===== src/rtl/alu_share_arbiter.sv =====
// ============================================================================
// Module      : alu_share_arbiter
// Description : Round-robin time-sharing of the single EX-stage ALU between
//               the pipeline issue port (0) and the aux compare unit (1).
// Revision    : 1.0 - initial release
// ============================================================================
`default_nettype none

module alu_share_arbiter #(
    parameter int WIDTH = 32
) (
    input  logic             clk,
    input  logic             rst_n,

    input  logic             req0_valid,
    output logic             req0_ready,
    input  logic [WIDTH-1:0] req0_a,
    input  logic [WIDTH-1:0] req0_b,
    input  logic [3:0]       req0_ctrl,

    input  logic             req1_valid,
    output logic             req1_ready,
    input  logic [WIDTH-1:0] req1_a,
    input  logic [WIDTH-1:0] req1_b,
    input  logic [3:0]       req1_ctrl,

    output logic             resp0_valid,
    input  logic             resp0_ready,
    output logic [WIDTH-1:0] resp0_result,
    output logic             resp0_zero,

    output logic             resp1_valid,
    input  logic             resp1_ready,
    output logic [WIDTH-1:0] resp1_result,
    output logic             resp1_zero,

    output logic [WIDTH-1:0] alu_a,
    output logic [WIDTH-1:0] alu_b,
    output logic [3:0]       alu_ctrl,
    input  logic [WIDTH-1:0] alu_result,
    input  logic             alu_zero
);

    typedef enum logic [1:0] {
        S_IDLE  = 2'd0,
        S_ISSUE = 2'd1,
        S_RESP  = 2'd2
    } state_t;

    state_t           r_state;
    state_t           w_next;
    logic             r_last_grant;
    logic             r_owner;
    logic [WIDTH-1:0] r_alu_a;
    logic [WIDTH-1:0] r_alu_b;
    logic [3:0]       r_alu_ctrl;
    logic [WIDTH-1:0] r_result;
    logic             r_zero;

    logic             w_grant;
    logic             w_accept;
    logic             w_resp_done;

    always_ff @(posedge clk or negedge rst_n) begin
        if (!rst_n) begin
            r_state <= S_IDLE;
        end else begin
            r_state <= w_next;
        end
    end

    // Port 1 wins only when it is alone, or on a tie when port 0 went last.
    always_comb begin
        w_grant     = req1_valid & ~(req0_valid & r_last_grant);
        w_accept    = (r_state == S_IDLE) & (req0_valid | req1_valid);
        w_resp_done = (r_state == S_RESP) & (r_owner ? resp1_ready : resp0_ready);
        w_next      = r_state;
        unique case (r_state)
            S_IDLE:  if (w_accept)    w_next = S_ISSUE;
            S_ISSUE:                  w_next = S_RESP;
            S_RESP:  if (w_resp_done) w_next = S_IDLE;
            default:                  w_next = S_IDLE;
        endcase
    end

    always_ff @(posedge clk or negedge rst_n) begin
        if (!rst_n) begin
            r_last_grant <= 1'b1;
            r_owner      <= 1'b0;
            r_alu_a      <= '0;
            r_alu_b      <= '0;
            r_alu_ctrl   <= 4'b0000;
            r_result     <= '0;
            r_zero       <= 1'b0;
        end else begin
            if (w_accept) begin
                r_owner      <= w_grant;
                r_last_grant <= w_grant;
                r_alu_a      <= w_grant ? req1_a    : req0_a;
                r_alu_b      <= w_grant ? req1_b    : req0_b;
                r_alu_ctrl   <= w_grant ? req1_ctrl : req0_ctrl;
            end
            if (r_state == S_ISSUE) begin
                r_result <= alu_result;
                r_zero   <= alu_zero;
            end
        end
    end

    assign req0_ready   = w_accept & ~w_grant;
    assign req1_ready   = w_accept &  w_grant;

    // A single result register serves both ports; only the owner sees valid.
    assign resp0_valid  = (r_state == S_RESP) & ~r_owner;
    assign resp1_valid  = (r_state == S_RESP) &  r_owner;
    assign resp0_result = r_result;
    assign resp1_result = r_result;
    assign resp0_zero   = r_zero;
    assign resp1_zero   = r_zero;

    assign alu_a        = r_alu_a;
    assign alu_b        = r_alu_b;
    assign alu_ctrl     = r_alu_ctrl;

endmodule

`default_nettype wire


===== config.mk =====
export PLATFORM = sky130hd
export DESIGN_NAME = alu_share_arbiter
export DESIGN_NICKNAME = d
export VERILOG_FILES = /design/src/rtl/alu_share_arbiter.sv
export SDC_FILE = /design/constraint.sdc
export NUM_CORES = 1
export LEC_CHECK = 0
export ABC_AREA = 1
export CAP_MARGIN = 10
export CORE_AREA = 2 2 121 123
export DETAILED_ROUTE_END_ITERATION = 10
export DIE_AREA = 0 0 123 125
export PLACE_DENSITY = 0.77
export SETUP_SLACK_MARGIN = 0.3
export SLEW_MARGIN = 20
export SYNTH_ARGS = -nofsm -noshare
export SYNTH_HDL_FRONTEND = slang
export SYNTH_SLANG_ARGS = --single-unit

===== constraint.sdc =====
create_clock -name clk -period 1.4 [get_ports clk]
set_input_delay 0.28 -clock clk [delete_from_list [all_inputs] [get_ports clk]]
set_output_delay 0.28 -clock clk [all_outputs]
set_load 0.005 [all_outputs]

; Yosys cells after proc, flatten, opt, wreduce, memory -nomap -nowiden
; Cells that the tools add are included.
[classes]
n_eq_ne = 4
bitwise = 12
n_reduce_logical = 2
muxes = 7
[op_table]
columns = op, n
row1 = $mux 32, 2
row2 = $and 1x1->1, 8
row3 = $pmux 2 s3, 1
row4 = $mux 2, 2
row5 = $mux 4, 1
row6 = $ne 2x2->1 const B, 2
row7 = $not 1->1, 3
row8 = $eq 2x1->1 const B, 1
row9 = $eq 2x2->1 const B, 1
row10 = $logic_not 2->1, 1
row11 = $reduce_and 2->1, 1
row12 = $mux 1, 1
row13 = $or 1x1->1, 1
[totals]
input_bits = 175
out_inout_bits = 138
wordCells = 33
register_bits = 105

; Logic depth before layout (Yosys ltp)
; Gate-level depths: netlist of the first run.
[logic_depth]
word_depth = 5
depth_mapped = 8
ltp_nobuf = 6

; Least setup slack after synthesis of the first run
; No wires, ideal clock.
[synth_timing]
path_kind = register to output
start = register r_last_grant
end = output req0_ready
required_time_ns = 1.120
path_slack_ns = 0.030
arrival_ns = 1.090
path_buffers = 1
stages_incl_launch_ff = 6
path_cell_list = dfstp_2 nand2_1 nand2_1 buf_2 inv_1 nor2_1
[synth_via]
elab_chain_cells = 5
[synth_rtl]
columns = element, line_no
row1 = start: declaration, 52  ; logic r_last_grant;
row2 = start signal: assignment, 98  ; r_last_grant <= w_grant;
row3 = $and 1x1->1, 74  ; w_grant = req1_valid & ~(req0_valid & r_last_grant);
row4 = $not 1->1, 74
row5 = $and 1x1->1, 74
row6 = $not 1->1, 110  ; assign req0_ready = w_accept & ~w_grant;
row7 = $and 1x1->1, 110
row8 = end: declaration, 16  ; output logic req0_ready,
; Every way passes these cells.

; Final worst setup path of the first run
[layout_timing]
start = input req0_valid
end = register r_alu_b[1], in the netlist alu_b[1]
[layout_via]
elab_chain_cells = 4
word_cells_on_any_way = 6
cone_classes = 1 x mux / 5 x bitwise
[layout_rtl]
columns = element, line_no
row1 = start: declaration, 15  ; input logic req0_valid,
row2 = $and 1x1->1, 74
row3 = $not 1->1, 74
row4 = $and 1x1->1, 74
row5 = $mux 32, 100  ; r_alu_b <= w_grant ? req1_b : req0_b;
row6 = end signal: assignment, 100
row7 = end: declaration, 55  ; logic [WIDTH-1:0] r_alu_b;
; Parallel ways exist; a longest one is shown, timed or not.
; A chain may end at the register's enable or synchronous reset.

==> results.cfg, run 1 <==
[routing]
routed_via_density = 4.80
routed_wl_um = 22600
vias = 6124
drtAntennaViolNets = 0
avgRoutedWirePerCell_um = 17.7
drc = 0
drtPass1Iterations = 5
drt_iter0_drc = 429

[placement]
placed_area_sq_um = 8430
dpl.hpwl_um = 13100
gp_congestion = 0.861
port-buffer-count = 312

[worst_setup_path]
cp_cell_sequence = clkdlybuf4s50_1 > o21ai_4 > buf_4 > buf_12 > inv_8 > buf_4 > buf_12 > nand2_1 > nand2_1
crit_path_start = req0_valid
worstPathRequired_ps = 1640
ff2ff_setup_slack_ps = -200
cp_slowest_cell = clkdlybuf4s50_1
r2r_cells = 9
startpoint_type = input pin
max_stage_delay_ps = 500
worstSetupEndpointType = flip-flop
crit_fanout = 6
crit_type = input pin to flip-flop
r2r-end = alu_a[9]
crit_end = alu_b[1]
crit_arrival_ps = 1850
r2r_start = r_state[1]

[cts]
cts.clk_slew.worst_paths_ps = 70
cts_buffers = 9
cts_root_buffer = clkbuf_16
cts_tree = done
clock-sinks = 105
cts_buffer_depth = 2
htree_levels = 3
insertion_delay_ps = 340

[logic_synthesis]
avgSynthCellArea_sq_um = 7.30
synthArstFlopShare_pct = 100
syn_area_sq_um = 5220
synth.distinct_cells = 13
synth_area_leaders = dfrtp_1, nand2_1, nand3_1, buf_4, buf_2
synth_nets = 890
synth_edf_count = 0
synth_largest_area_cell = dfrtp_1
ys_warn_count = 0
synth_top_flop_cell = dfrtp_1
netlist.area_leader.share_pct = 49.8
synth_common_cells = nand2_1, dfrtp_1, nand3_1
ys_seq_elements = 105
yosysMostFrequentCell = nand2_1
netlist_instances = 715
ys_seq_area_share_pct = 50.3

[grt]
grt-ovfl-total = 0
grt_usage_pct = 26.6
grt_pass1_wl_um = 31700
antenna_found_initial = 1
grt_pass1_vias = 6066
grt_max_degree = 54

[sta]
finalCritPeriodShare_pct = 115
max_freq_mhz = 620
finalHoldViolations = 0
relSlewSlack_pct = 76.1
setup_ws_ps = -213
rsz0062_at_grt = yes
hold_slack_ps = 385
maxSlewViolCount = 0
finClkSkew_ps = 11.4
worstMarginPinSlew_ps = 358
setup_viol = 74
setup_tns_ps = -11590
final.min_clock_period_ps = 1610

[power_and_ir_drop]
power_density_nw_per_um2 = 2120
ir_worst_vdd_v = 0.000899
pwr-share-comb_pct = 61.2
p_int_mw = 12.9
clkPwrFrac_pct = 12.1
power_frac_seq_pct = 26.7
netSwitchingPower_mw = 7.66
swShare_pct = 37.3
static-leakage-power_nw = 5.24

[final_layout]
nets = 1262
design_area_sq_um = 9700
drive_gt1_share_pct = 28.7
areaGrowthSynthToFinish_pct = 85.7
num-fill-cells = 1111

[run_status]
violations = negative setup slack
status = finished with violations

[floorplan]
fp.dieH_um = 125
coreArea_sq_um = 14200
io_pins = 313
fp.dieW_um = 123
fp-row-count = 44
dieArea_sq_um = 15400
start_util_pct = 36.8

[min_path]
hold_path_class = input pin to flip-flop

[run]
drv_cap = 0
==> registers in the layout, summed over array words and instances, names as in the netlist <==
| name | count |
|---|---|
| alu_ctrl | 4 |
| alu_a | 32 |
| resp0_zero | 1 |
| r_last_grant | 1 |
| r_owner | 1 |
| r_state | 2 |
| alu_b | 32 |
| resp0_result | 32 |
==> cell usage in the layout, fill, tap and decap left out, types with 3 or more instances in the layout <==
master	count
nand3_2	12
dfrtp_1	103
nand2_1	404
inv_1	3
clkdlybuf4s50_1	172
bufbuf_16	7
nand2_2	8
buf_2	107
nand3_1	90
clkbuf_1	3
nand2_4	3
buf_16	5
buf_6	83
nor2_4	3
clkbuf_16	12
buf_12	10
buf_4	48
buf_8	3
==> per-stage QoR <==
step / cells / util, % / total power [mW] / setup WS (ps)
2_1_floorplan: 715 / - / 9.50 / 195
3_3_place_gp: 1153 / 59.3 / 14.2 / -543
3_5_place_dp: 1153 / 59.3 / 14.4 / -548
4_1_cts: 1255 / 66.2 / 19.3 / -242
5_1_grt: 1276 / 68.3 / 21.8 / -295
6_report: 1276 / 68.3 / 20.5 / -213
==> area by class of cell <==
type                            instances  area (sq um)  area share [%]
Timing Repair Buffer                  439          4250            43.8
Inverter                                6          40.0           0.413
Tap cell                              184           230            2.37
Clock buffer                           12           236            2.44
Sequential cell                       105          2630            27.1
Antenna cell                            1          2.50          0.0258
Timing Repair inverter                  1          11.3           0.116
Multi-Input combinational cell        525          2250            23.3
Clock inverter                          3          42.5           0.439
==> how the worst min path moves through the flow <==
stage / start / to / slack (ps) / depth (start not counted)
6_report: req1_valid / r_last_grant / 390 / 5
5_1_grt: req1_valid / r_last_grant / 420 / 5
4_1_cts: req1_valid / r_last_grant / 370 / 5
3_5_place_dp: rst_n / resp0_result[15] / 300 / 2
3_3_place_gp: rst_n / resp0_result[15] / 300 / 2
2_1_floorplan: rst_n / alu_a[0] / -20 / 0
==> layer usage <==
layer	up-vias	wire (um)	track usage [%]
met5	-	0	0
met1	2830	8160	30.2
met4	0	617	8.42
met2	313	11600	47.4
met3	49	2190	8.03
li1	2932	-	-
==> cell families (layout without fill, tap and decap cells) <==
family / Yosys count / after routing / share of synthesized area (%)
other cells: 0 / 1 / 0
simple gates: 524 / 524 / 40.2
flops: 105 / 105 / 50.3
buf+inv: 85 / 461 / 9.18
compound gates: 1 / 1 / 0.312
==> timing repair <==
action / CTS / global route
endpoints found under the hold margin: 104 / 0
gates resized for setup: 663 / 25
hold buffers: 1 / 0
pin swaps: 6 / 3
buffers inserted: 74 / 16
endpoints found under the setup margin: 243 / 242
gates cloned: 12 / 4
==> critical path, delay by kind of cell <==
family                 cells  cell delay (ps)
and+or+nand+nor            2              130
AOI/OAI and AO/OA          1              220
buffers and inverters      6             1200
==> power groups by stage <==
stage / registers, mW / clock network, mW / logic [mW]
3_3_place_gp: 5.52 / 0 / 8.69
6_report: 5.49 / 2.49 / 12.6
2_1_floorplan: 5.51 / 0 / 3.99
3_5_place_dp: 5.55 / 0 / 8.87
5_1_grt: 5.64 / 2.66 / 13.5
4_1_cts: 5.41 / 2.52 / 11.3
(Power assumes the default switching activity.)
==> inputs of run 2 (changes only) <==
--- a/config.mk
+++ b/config.mk
@@ -6,7 +6,7 @@
 export NUM_CORES = 1
 export LEC_CHECK = 0
 export ABC_AREA = 1
-export CAP_MARGIN = 10
+export CAP_MARGIN = 20
 export CORE_AREA = 2 2 121 123
 export DETAILED_ROUTE_END_ITERATION = 10
 export DIE_AREA = 0 0 123 125
==> results of run 2 <==
The final DEF is identical to that of run 1; final timing and power are the same.
==> inputs of run 3 (changes only) <==
--- a/config.mk
+++ b/config.mk
@@ -7,10 +7,10 @@
 export LEC_CHECK = 0
 export ABC_AREA = 1
 export CAP_MARGIN = 20
-export CORE_AREA = 2 2 121 123
+export CORE_ASPECT_RATIO = 0.75
+export CORE_UTILIZATION = 38
 export DETAILED_ROUTE_END_ITERATION = 10
-export DIE_AREA = 0 0 123 125
-export PLACE_DENSITY = 0.77
+export PLACE_DENSITY = 0.78
 export SETUP_SLACK_MARGIN = 0.3
 export SLEW_MARGIN = 20
 export SYNTH_ARGS = -nofsm -noshare
==> run 3 against run 2 <==
The run still ends with negative setup slack left. Design area is 5.5% higher. Non-clock buffer count stayed put. Highest routed layer unchanged. Core utilization is 9.3 points higher. Hold slack worse by 15 ps. Cell count is 1.0% lower. Sequential power is 2% higher. Total power is 6.8% higher. Die area is 7.5% lower. Via count is 2.8% higher. Largest cell class unchanged. Global-route usage is 4.9 points higher. Clock skew is 3.8 ps higher. Count of clock-buffer cells in the layout is 2 lower.
==> results.cfg, run 3 (same netlist as run 1, synthesis figures left out) <==
[power_and_ir_drop]
ir_worst_vdd_v = 0.00119
power_density_nw_per_um2 = 2150
static-leakage-power_nw = 5.48
finalPower_mw = 21.9

[grt]
grt-ovfl-total = 0
grt_pass1_vias = 6419
grt_max_degree = 39
antenna_found_initial = 2
grt_usage_pct = 31.5
grt_pass1_wl_um = 34000

[sta]
worstMarginPinSlew_ps = 458
maxSlewViolCount = 0
finalCritPeriodShare_pct = 115
setup_ws_ps = -213
final.min_clock_period_ps = 1610
finalHoldViolations = 0
setup_viol = 107
max_freq_mhz = 620
setup_tns_ps = -9730
hold_slack_ps = 371
finClkSkew_ps = 15.2
relSlewSlack_pct = 69.5
rsz0062_at_grt = yes

[run]
drv_cap = 0

[worst_setup_path]
worstPathRequired_ps = 1120
startpoint_type = flip-flop
crit_fanout = 3
worstSetupEndpointType = output port
crit_arrival_ps = 1330
crit_type = flip-flop to output port

[cts]
cts_buffers = 9
cts.clk_slew.worst_paths_ps = 80
cts_buffer_depth = 2
htree_levels = 3
cts_root_buffer = clkbuf_16
clock-sinks = 105
insertion_delay_ps = 350
cts_tree = done

[routing]
drt_iter0_drc = 306
drtAntennaViolNets = 0
drc = 0
drtPass1Iterations = 5
vias = 6298
avgRoutedWirePerCell_um = 18.1
routed_wl_um = 22800
routed_via_density = 4.99

[final_layout]
num-fill-cells = 944
nets = 1261
design_area_sq_um = 10200
most-common-layout-cells = nand2_1, clkdlybuf4s50_1, dfrtp_1, buf_2, nand3_1
layout_commonest_cell = nand2_1
areaGrowthSynthToFinish_pct = 95.9
drive_gt1_share_pct = 38.4
final_util_pct = 77.5
fin_cells = 1263

[placement]
dp_slack_ps = -599
dp_cells = 1143
port-buffer-count = 312
dpl.hpwl_um = 12800
placed_area_sq_um = 8420
gp_congestion = 0.835

[floorplan]
fp.dieH_um = 104
fp-row-count = 36
io_pins = 313
start_util_pct = 39.6
dieArea_sq_um = 14200
fp.dieW_um = 137
coreArea_sq_um = 13200

[run_status]
status = finished with violations
violations = negative setup slack

[min_path]
hold_path_class = input pin to asynchronous set/reset pin
run 3: changes by cell type in the layout (fill, tap and decap cells not counted), sizes merged:
cell           change
dlygate4sd2        +1
inv                +1
clkinv             +1
buf                +5
bufbuf             -7
clkdlybuf4s50      -1
diode              +1
clkinvlp           -1
run 3: per-layer routing:
layer / track usage [%] / wire (um)
met5: 0 / 0
met2: 52.8 / 11300
met3: 7.83 / 1830
met1: 37.6 / 8690
met4: 14.5 / 956
run 3: power by group:
part / total, mW / internal, mW / switching (mW) / leakage (nW)
logic: 13.7 / 7.52 / 6.22 / 4.03
registers: 5.58 / 4.52 / 1.07 / 1.30
clock network: 2.63 / 1.44 / 1.18 / 0.150
run 3: layout make-up:
class / count / area, sq um / share of cell area, %
antenna: 2 / 5.00 / 0.0489
clock buffer: 10 / 239 / 2.34
clock inverter: 5 / 61.3 / 0.599
inverter: 6 / 48.8 / 0.477
multi-input combinational: 525 / 2680 / 26.2
sequential: 105 / 2630 / 25.7
tap: 171 / 214 / 2.09
timing repair buffer: 439 / 4360 / 42.6
run 3: repair_timing:
item                                    in CTS  in global routing
hold buffers                                 1                  0
endpoints found under the hold margin       10                  0
endpoints found under the setup margin     243                243
cloned                                      18                  0
pin swaps                                   62                 28
setup buffers                               76                  8
gates resized for setup                    730                 92
run 3: worst paths after layout:
kind                       startpoint          endpoint  slack [ps]  cells after the start
setup / recovery           r_state[1]        req1_ready        -210                      5
hold / removal                  rst_n  resp0_result[24]         370                      2
setup reg to reg           r_state[1]         alu_b[13]        -210                     10
hold reg to reg              alu_a[9]          alu_a[9]         480                      2
max in group asynchronous       rst_n   resp0_result[7]         510                      3
min in group clk             alu_a[9]          alu_a[9]         480                      2
run 3: critical path, cell delays in order (launching register included):
cell	delay, ps
dfrtp_1	410
buf_6	130
nor2_4	110
o21ai_4	90
nor2_2	110
buf_2	140
